===== src/rtl/blur_frame_sequencer.sv =====
// blur_frame_sequencer: address/strobe sequencer for one 3x3 blur pass over a BRAM frame.
// Reads rows y-1/y/y+1 in lockstep, delays the read strobe into a window-shift strobe,
// and delays a tagged write address so results land on the window centre.
module blur_frame_sequencer #(
    parameter int IMG_W    = 252,
    parameter int IMG_H    = 156,
    parameter int ADDR_W   = 16,
    parameter int RD_LAT   = 2,
    parameter int KERN_LAT = 0
) (
    input  logic              PixelClk,
    input  logic              nRST,
    input  logic              start_i,
    input  logic              abort_i,
    output logic              busy_o,
    output logic              done_o,
    output logic              frame_ready_o,
    output logic              rd_en_o,
    output logic [ADDR_W-1:0] rd_addr_top_o,
    output logic [ADDR_W-1:0] rd_addr_mid_o,
    output logic [ADDR_W-1:0] rd_addr_bot_o,
    output logic              win_shift_o,
    output logic              wr_en_o,
    output logic [ADDR_W-1:0] wr_addr_o
);

    localparam int DLY = RD_LAT + KERN_LAT;
    localparam int XW  = (IMG_W > 1) ? $clog2(IMG_W) : 1;
    localparam int YW  = (IMG_H > 1) ? $clog2(IMG_H) : 1;
    localparam int CW  = (DLY > 1) ? $clog2(DLY) : 1;

    localparam logic [XW-1:0]     X_LAST = XW'(IMG_W - 1);
    localparam logic [YW-1:0]     Y_LAST = YW'(IMG_H - 3);
    localparam logic [CW-1:0]     C_LOAD = CW'(DLY - 1);
    localparam logic [ADDR_W-1:0] W_STEP = ADDR_W'(IMG_W);

    typedef enum logic [1:0] {S_IDLE, S_RUN, S_DRAIN, S_DONE} state_t;

    state_t            state_q;
    logic              busy_q, done_q, frame_ready_q, rd_en_q;
    logic [ADDR_W-1:0] top_q, mid_q, bot_q;
    logic [XW-1:0]     x_q;
    logic [YW-1:0]     y_q;
    logic [CW-1:0]     cnt_q;

    logic [RD_LAT-1:0] win_sr_q;
    logic [DLY-1:0]    wv_sr_q;
    logic [ADDR_W-1:0] wa_sr_q [DLY];

    logic              flush_d;
    logic              wr_tag_d;
    logic [ADDR_W-1:0] wr_addr_d;

    // Write tag/address captured at read time; untagged reads push zero so idle outputs stay 0.
    always_comb begin
        flush_d   = abort_i && ((state_q == S_RUN) || (state_q == S_DRAIN));
        wr_tag_d  = rd_en_q && (x_q >= XW'(2));
        wr_addr_d = '0;
        if (wr_tag_d) begin
            wr_addr_d = mid_q - ADDR_W'(1);
        end
    end

    // Pass control FSM with registered read addresses and status outputs.
    always_ff @(posedge PixelClk or negedge nRST) begin
        if (!nRST) begin
            state_q       <= S_IDLE;
            busy_q        <= 1'b0;
            done_q        <= 1'b0;
            frame_ready_q <= 1'b0;
            rd_en_q       <= 1'b0;
            top_q         <= '0;
            mid_q         <= '0;
            bot_q         <= '0;
            x_q           <= '0;
            y_q           <= '0;
            cnt_q         <= '0;
        end else begin
            done_q <= 1'b0;
            if (flush_d) begin
                state_q <= S_IDLE;
                busy_q  <= 1'b0;
                rd_en_q <= 1'b0;
                top_q   <= '0;
                mid_q   <= '0;
                bot_q   <= '0;
                x_q     <= '0;
                y_q     <= '0;
                cnt_q   <= '0;
            end else begin
                case (state_q)
                    S_IDLE: begin
                        if (start_i && !abort_i) begin
                            state_q       <= S_RUN;
                            busy_q        <= 1'b1;
                            frame_ready_q <= 1'b0;
                            rd_en_q       <= 1'b1;
                            top_q         <= '0;
                            mid_q         <= W_STEP;
                            bot_q         <= W_STEP + W_STEP;
                            x_q           <= '0;
                            y_q           <= '0;
                        end
                    end
                    S_RUN: begin
                        if ((x_q == X_LAST) && (y_q == Y_LAST)) begin
                            state_q <= S_DRAIN;
                            rd_en_q <= 1'b0;
                            cnt_q   <= C_LOAD;
                        end else begin
                            // Addresses are contiguous, so +1 at the row end equals base+IMG_W.
                            top_q <= top_q + ADDR_W'(1);
                            mid_q <= mid_q + ADDR_W'(1);
                            bot_q <= bot_q + ADDR_W'(1);
                            if (x_q == X_LAST) begin
                                x_q <= '0;
                                y_q <= y_q + YW'(1);
                            end else begin
                                x_q <= x_q + XW'(1);
                            end
                        end
                    end
                    S_DRAIN: begin
                        if (cnt_q == '0) begin
                            state_q       <= S_DONE;
                            busy_q        <= 1'b0;
                            done_q        <= 1'b1;
                            frame_ready_q <= 1'b1;
                        end else begin
                            cnt_q <= cnt_q - CW'(1);
                        end
                    end
                    default: begin
                        state_q <= S_IDLE;
                    end
                endcase
            end
        end
    end

    // Delay lines: window shift after the BRAM latency, write after BRAM + kernel latency.
    always_ff @(posedge PixelClk or negedge nRST) begin
        if (!nRST) begin
            win_sr_q <= '0;
            wv_sr_q  <= '0;
            for (int unsigned i = 0; i < DLY; i++) begin
                wa_sr_q[i] <= '0;
            end
        end else if (flush_d) begin
            win_sr_q <= '0;
            wv_sr_q  <= '0;
            for (int unsigned i = 0; i < DLY; i++) begin
                wa_sr_q[i] <= '0;
            end
        end else begin
            win_sr_q[0] <= rd_en_q;
            for (int unsigned i = 1; i < RD_LAT; i++) begin
                win_sr_q[i] <= win_sr_q[i-1];
            end
            wv_sr_q[0] <= wr_tag_d;
            wa_sr_q[0] <= wr_addr_d;
            for (int unsigned i = 1; i < DLY; i++) begin
                wv_sr_q[i] <= wv_sr_q[i-1];
                wa_sr_q[i] <= wa_sr_q[i-1];
            end
        end
    end

    assign busy_o        = busy_q;
    assign done_o        = done_q;
    assign frame_ready_o = frame_ready_q;
    assign rd_en_o       = rd_en_q;
    assign rd_addr_top_o = top_q;
    assign rd_addr_mid_o = mid_q;
    assign rd_addr_bot_o = bot_q;
    assign win_shift_o   = win_sr_q[RD_LAT-1];
    assign wr_en_o       = wv_sr_q[DLY-1];
    assign wr_addr_o     = wa_sr_q[DLY-1];

endmodule


===== config.mk =====
export PLATFORM = sky130hd
export DESIGN_NAME = blur_frame_sequencer
export DESIGN_NICKNAME = d
export VERILOG_FILES = /design/src/rtl/blur_frame_sequencer.sv
export SDC_FILE = /design/constraint.sdc
export NUM_CORES = 1
export LEC_CHECK = 0
export CORE_ASPECT_RATIO = 1.25
export CORE_MARGIN = 10
export CORE_UTILIZATION = 45
export DETAILED_ROUTE_END_ITERATION = 7
export HOLD_SLACK_MARGIN = 0.08
export PLACE_DENSITY = 0.64
export SLEW_MARGIN = 20
export SYNTH_ARGS = -nofsm -noshare
export SYNTH_HDL_FRONTEND = slang
export SYNTH_SLANG_ARGS = --single-unit

===== constraint.sdc =====
create_clock -name PixelClk -period 5.05 [get_ports PixelClk]
set_input_delay 1.01 -clock PixelClk [delete_from_list [all_inputs] [get_ports PixelClk]]
set_output_delay 1.01 -clock PixelClk [all_outputs]
set_load 0.02 [all_outputs]

-- Word-level counts from Yosys, hierarchy flattened
Index checks and enable logic that the tools add are counted.
- latch bits: 0
- flip-flop bits (word level): 107
- bits of input ports: 4
- memory bits (read-only): 0
- word-level logic and storage cells: 100
- memories kept: 0
- memory bits (writable): 0
- $lt $le $gt $ge: 1
- shift operators: 0
- multiply operators: 0
- reductions and logical operators: 18
- add/subtract/negate cells: 7
- divide/modulo/power cells: 0
- bitwise operators: 1
- muxes and demuxes: 47
- equal/unequal tests: 11
- operators with widths (operator ; count):
    $mux 16 ; 10
    $pmux 16 s2 ; 3
    $mux 8 ; 7
    $add 16x1->16 const B ; 3
    $mux 32 ; 1
    $pmux 8 s2 ; 2
    $add 8x1->8 const B ; 2
    $eq 8x8->1 const B ; 2
    $sub 16x1->16 const B ; 1
    $mux 1 ; 13
    $mux 2 ; 6
    $reduce_and 3->1 ; 4
    $ne 3x3->1 const B ; 3
    $reduce_bool 3->1 ; 3
    $ge 8x2->1 const B ; 1
    $pmux 1 s2 ; 4
    $reduce_and 4->1 ; 2
    $ne 3x2->1 const B ; 2
    $pmux 2 s3 ; 1
    $logic_and 1x1->1 ; 4
    $ne 2x2->1 const B ; 2
    $eq 2x1->1 const B ; 1
    $eq 2x2->1 const B ; 1
    $logic_not 2->1 ; 1
    other kinds (6) ; 6

-- Depth between registers and ports, before layout
- depth in word-level cells: 5
- depth in mapped cells: 9

-- Worst setup path before layout
No wires, ideal clock.
- path kind: input -> register
- start: in abort_i
- end: reg top_q[5], in the netlist rd_addr_top_o[5]
- arrival time: 2.350 ns
- slack: 2.590 ns
- cell stages on the path: 6
- buffers on the path: 1
- path through: nand3b_1 and3_1 clkbuf_1 a21oi_2 nand2_1 o41ai_1
- cells in the longest elaborated chain, start to end: 4
- elaborated cells on any way between the ends: 8
- classes of those cells: eq/ne: 2; mux: 1; reduce/logical: 5
- ends and longest elaborated chain (item ; RTL line ; RTL):
    from (decl) ; 14 ; input logic abort_i,
    $logic_not 1->1 ; 93 ; if (start_i && !abort_i) begin
    $logic_and 1x1->1 ; 93 ;
    $ne 3x3->1 (no line) ; - ;
    $reduce_and 3->1 (no line) ; - ;
    to (signal assigned) ; 112 ; top_q <= top_q + ADDR_W'(1);
    to (decl) ; 41 ; logic [ADDR_W-1:0] top_q, mid_q, bot_q;
Parallel ways exist; a longest one is shown, timed or not.
A chain may end at the register's enable or synchronous reset.

-- Worst setup path in the final report
- start: in abort_i
- end: reg top_q[12], in the netlist rd_addr_top_o[12]
Same word-level chain as after synthesis.

==> qor.csv <==
stage,metric,value,unit
power_and_ir_drop,p_leak,2.70,nW
sta,whs,446,ps
logic_synthesis,synth_ff_type,dfrtp_1,
min_path,min_to,wr_addr_o[13],
die,core,12000,sq um
placed_design,post_dp_cell_area,6240,sq um
sta,finalHoldViolations,0,
logic_synthesis,syn_area,5500,sq um
drt,drtAntennaViolNets,0,
critical_path,required,5320,ps
sta,setup_viol,0,
drt,first_pass_iters,5,
sta,fin_skew,8.64,ps
placed_design,post-dp-hpwl,9680,um
global_routing,grt_max_degree,76,
drt,via_count,4633,
cts,clock_path_buffers,2,
logic_synthesis,yosysWarnings,0,
drt,viasPerCell,5.77,
cts,cts_setup_buffers,0,
critical_path,cp_slowest_cell,or4_1,
critical_path,r2r-end,rd_addr_bot_o[3],
drt,top_layer_used,met4,
global_routing,grtUsageTotal,0.165,
sta,period_share,0.667,
sta,layout_min_cycle_time,3370,ps
critical_path,path_buf_inv,2,
sta,slew_headroom,0.355,
logic_synthesis,synth.avg_cell_area,9.36,sq um
cts,numCtsBuffers,9,
cts,cts_tree,yes,
cts,cts.clk_slew.worst_paths,80,ps
die,row_count,45,
logic_synthesis,ys_seq_area_frac,0.487,
critical_path,r2r-start,x_q[1],
job,drv_cap,0,
critical_path,cp_max_fo,24,
critical_path,crit_family,simple AND/OR/NAND/NOR gates,
finish,syn_to_final_growth,19.1,%
finish,final_layout_size_suffix_gt1_frac,0.0626,
critical_path,crit_type,in -> reg,
finish,final_area,6550,sq um
global_routing,grt_pass1_vias,4381,
drt,drt-met1-wl,5980,um
cts,root_buffer,clkbuf_16,
logic_synthesis,ys_ff_latch,107,
power_and_ir_drop,p_per_area,477,nW/um^2
cts,cts_resized,0,
power_and_ir_drop,peakVddDrop,0.218,mV
logic_synthesis,ys_types,59,
logic_synthesis,synth_edf_count,0,
logic_synthesis,yosys.area.top_type,dfrtp_1,
cts,htree_num_levels,3,
min_path,hold_start,wa_sr_q[29],
critical_path,worst_r2r_path_depth,7,
drt,remaining_drc_errors,0,
sta,finalSetupTns,0,ps
finish,final_net_count,650,
logic_synthesis,synthTopCellsByArea,"dfrtp_1 (49%), o21ai_0 (6.1%), nor2_1 (3.8%)",
die,num_io_pins,74,
drt,wl_met2,6920,um
global_routing,antenna_found_initial,0,
die,initial_core_util,0.457,
critical_path,cp-start-kind,input port,
critical_path,critPathArrivalTime,3640,ps
sta,fmax,297,MHz
logic_synthesis,async_reset_ff_frac,1.00,
sta,finalMaxSlewViolations,0,
global_routing,grt-ovfl-total,0,
placed_design,place_congestion,0.827,
finish,final_core_util,0.544,
run_status,outcome,"complete, no violations",
cts,ctsHoldBuffers,0,
placed_design,io_buffers,73,
sta,rsz0062_at_grt,false,
global_routing,grt_pass1_wl,23200,um
cts,insertion_delay,350,ps
drt,routedWlPerCell,17.4,um
power_and_ir_drop,p_total,3.12,mW
min_path,min_path_cells,1,
critical_path,crit_chain,clkdlybuf4s50_1 -> nand3b_1 -> nand3_1 -> o21ai_2 -> buf_4 -> or4_1 -> a21oi_1,
min_path,hold_class,reg -> reg,
critical_path,reg2reg_slack,1940,ps
drt,drt_first_iter_violations,280,
die,die_y,144,um
logic_synthesis,syn_nets,604,
die,die-area,17100,sq um
logic_synthesis,syn_inst,588,
critical_path,endpoint_kind,register,
logic_synthesis,synth_top_area_frac,0.487,
die,die_x,119,um
drt,wl_met3,854,um
critical_path,max_stage_delay,510,ps
finish,n_antenna_cell,0,
drt,postRouteWirelength,14000,um
sta,worst_pin_slew,968,ps
cts,clkSinkCount,107,
[state kept, by name, indices dropped and copies added, names as in the netlist]
register	flops
busy_o	1
cnt_q	1
done_o	1
frame_ready_o	1
rd_addr_bot_o	16
rd_addr_mid_o	16
rd_addr_top_o	16
rd_en_o	1
state_q	2
wa_sr_q	16
win_sr_q	2
wr_addr_o	16
wv_sr_q	2
x_q	8
y_q	8
[through the flow]
step,setup slack [ps],instances
2_1_floorplan,2590,588
3_3_place_gp,1360,787
3_5_place_dp,1330,787
4_1_cts,1680,803
5_1_grt,1370,803
6_report,1680,803
[cells in the mapped netlist, types with 3 or more instances]
master     instances
nand3b_1           6
ha_1              12
and2_1            27
buf_2              3
a21oi_1           22
xor2_1            10
or4_1              9
o2111ai_1          8
o41ai_1            4
nand4_1           13
o21ai_1            6
xnor2_1            8
inv_1             14
o31ai_1           20
nand2b_1           7
o21a_1             3
and3_1            10
a31o_2             4
nand3_1           19
clkbuf_1          23
nand2_1           53
buf_4             18
nor3_1             6
dfrtp_1          107
or2_2              3
a31oi_1            8
o21ai_0           67
nor4_1             7
nor2_1            56
[kinds of logic after synthesis]
group | Yosys count | share of synthesized area
compound gates | 162 | 0.185
xor+xnor | 18 | 0.0286
fa+ha+maj | 12 | 0.0273
buf+inv | 60 | 0.0553
flops | 107 | 0.487
mux | 1 | 0.00182
simple gates | 228 | 0.216
[per-layer routing]
layer,global-route usage,vias to the layer above
met4,0.0509,0
li1,-,2194
met2,0.272,129
met3,0.0491,13
met1,0.203,2297
met5,0,-
[area by class of cell]
type | instances | area [sq um]
Multi-Input combinational cell | 421 | 2520
Timing Repair Buffer | 81 | 788
Inverter | 14 | 52.6
Clock inverter | 7 | 82.6
Tap cell | 164 | 205
Clock buffer | 9 | 225
Fill cell | 1144 | 5500
Sequential cell | 107 | 2680
[cell usage in the layout, fill, tap and decap left out, types with 4 or more instances in the layout]
cell type	netlist	routed
clkdlybuf4s50_1	0	72
inv_1	14	14
nor2_1	56	56
and2_1	27	27
a21oi_1	22	22
o41ai_1	4	4
and3_1	10	10
nand3b_1	6	6
nand2b_1	7	7
nand3_1	19	19
a31o_2	4	4
nor3_1	6	6
xnor2_1	8	8
nand2_1	53	53
buf_4	18	9
xor2_1	10	10
nand4_1	13	13
a31oi_1	8	8
o31ai_1	20	20
dfrtp_1	107	107
or4_1	9	9
o21ai_1	6	6
nor4_1	7	7
o21ai_0	67	67
ha_1	12	12
o2111ai_1	8	8
clkbuf_16	0	9
[power breakdown]
| group | internal, mW | leakage (nW) | switching, mW |
|---|---|---|---|
| logic | 0.448 | 1.10 | 0.769 |
| clock network | 0.393 | 0.145 | 0.339 |
| registers | 0.977 | 1.46 | 0.197 |
| total | 1.82 | 2.70 | 1.31 |
[how the worst max path moves through the flow]
stage	from	to	slack, ps	cells after the start
5_1_grt	abort_i	rd_addr_top_o[12]	1370	7
4_1_cts	abort_i	rd_addr_top_o[12]	1680	7
3_3_place_gp	abort_i	rd_addr_top_o[12]	1360	7
2_1_floorplan	abort_i	rd_addr_top_o[5]	2590	6
6_report	abort_i	rd_addr_top_o[12]	1680	7
3_5_place_dp	abort_i	rd_addr_top_o[12]	1330	7
Power figures use the tool's default switching activity.
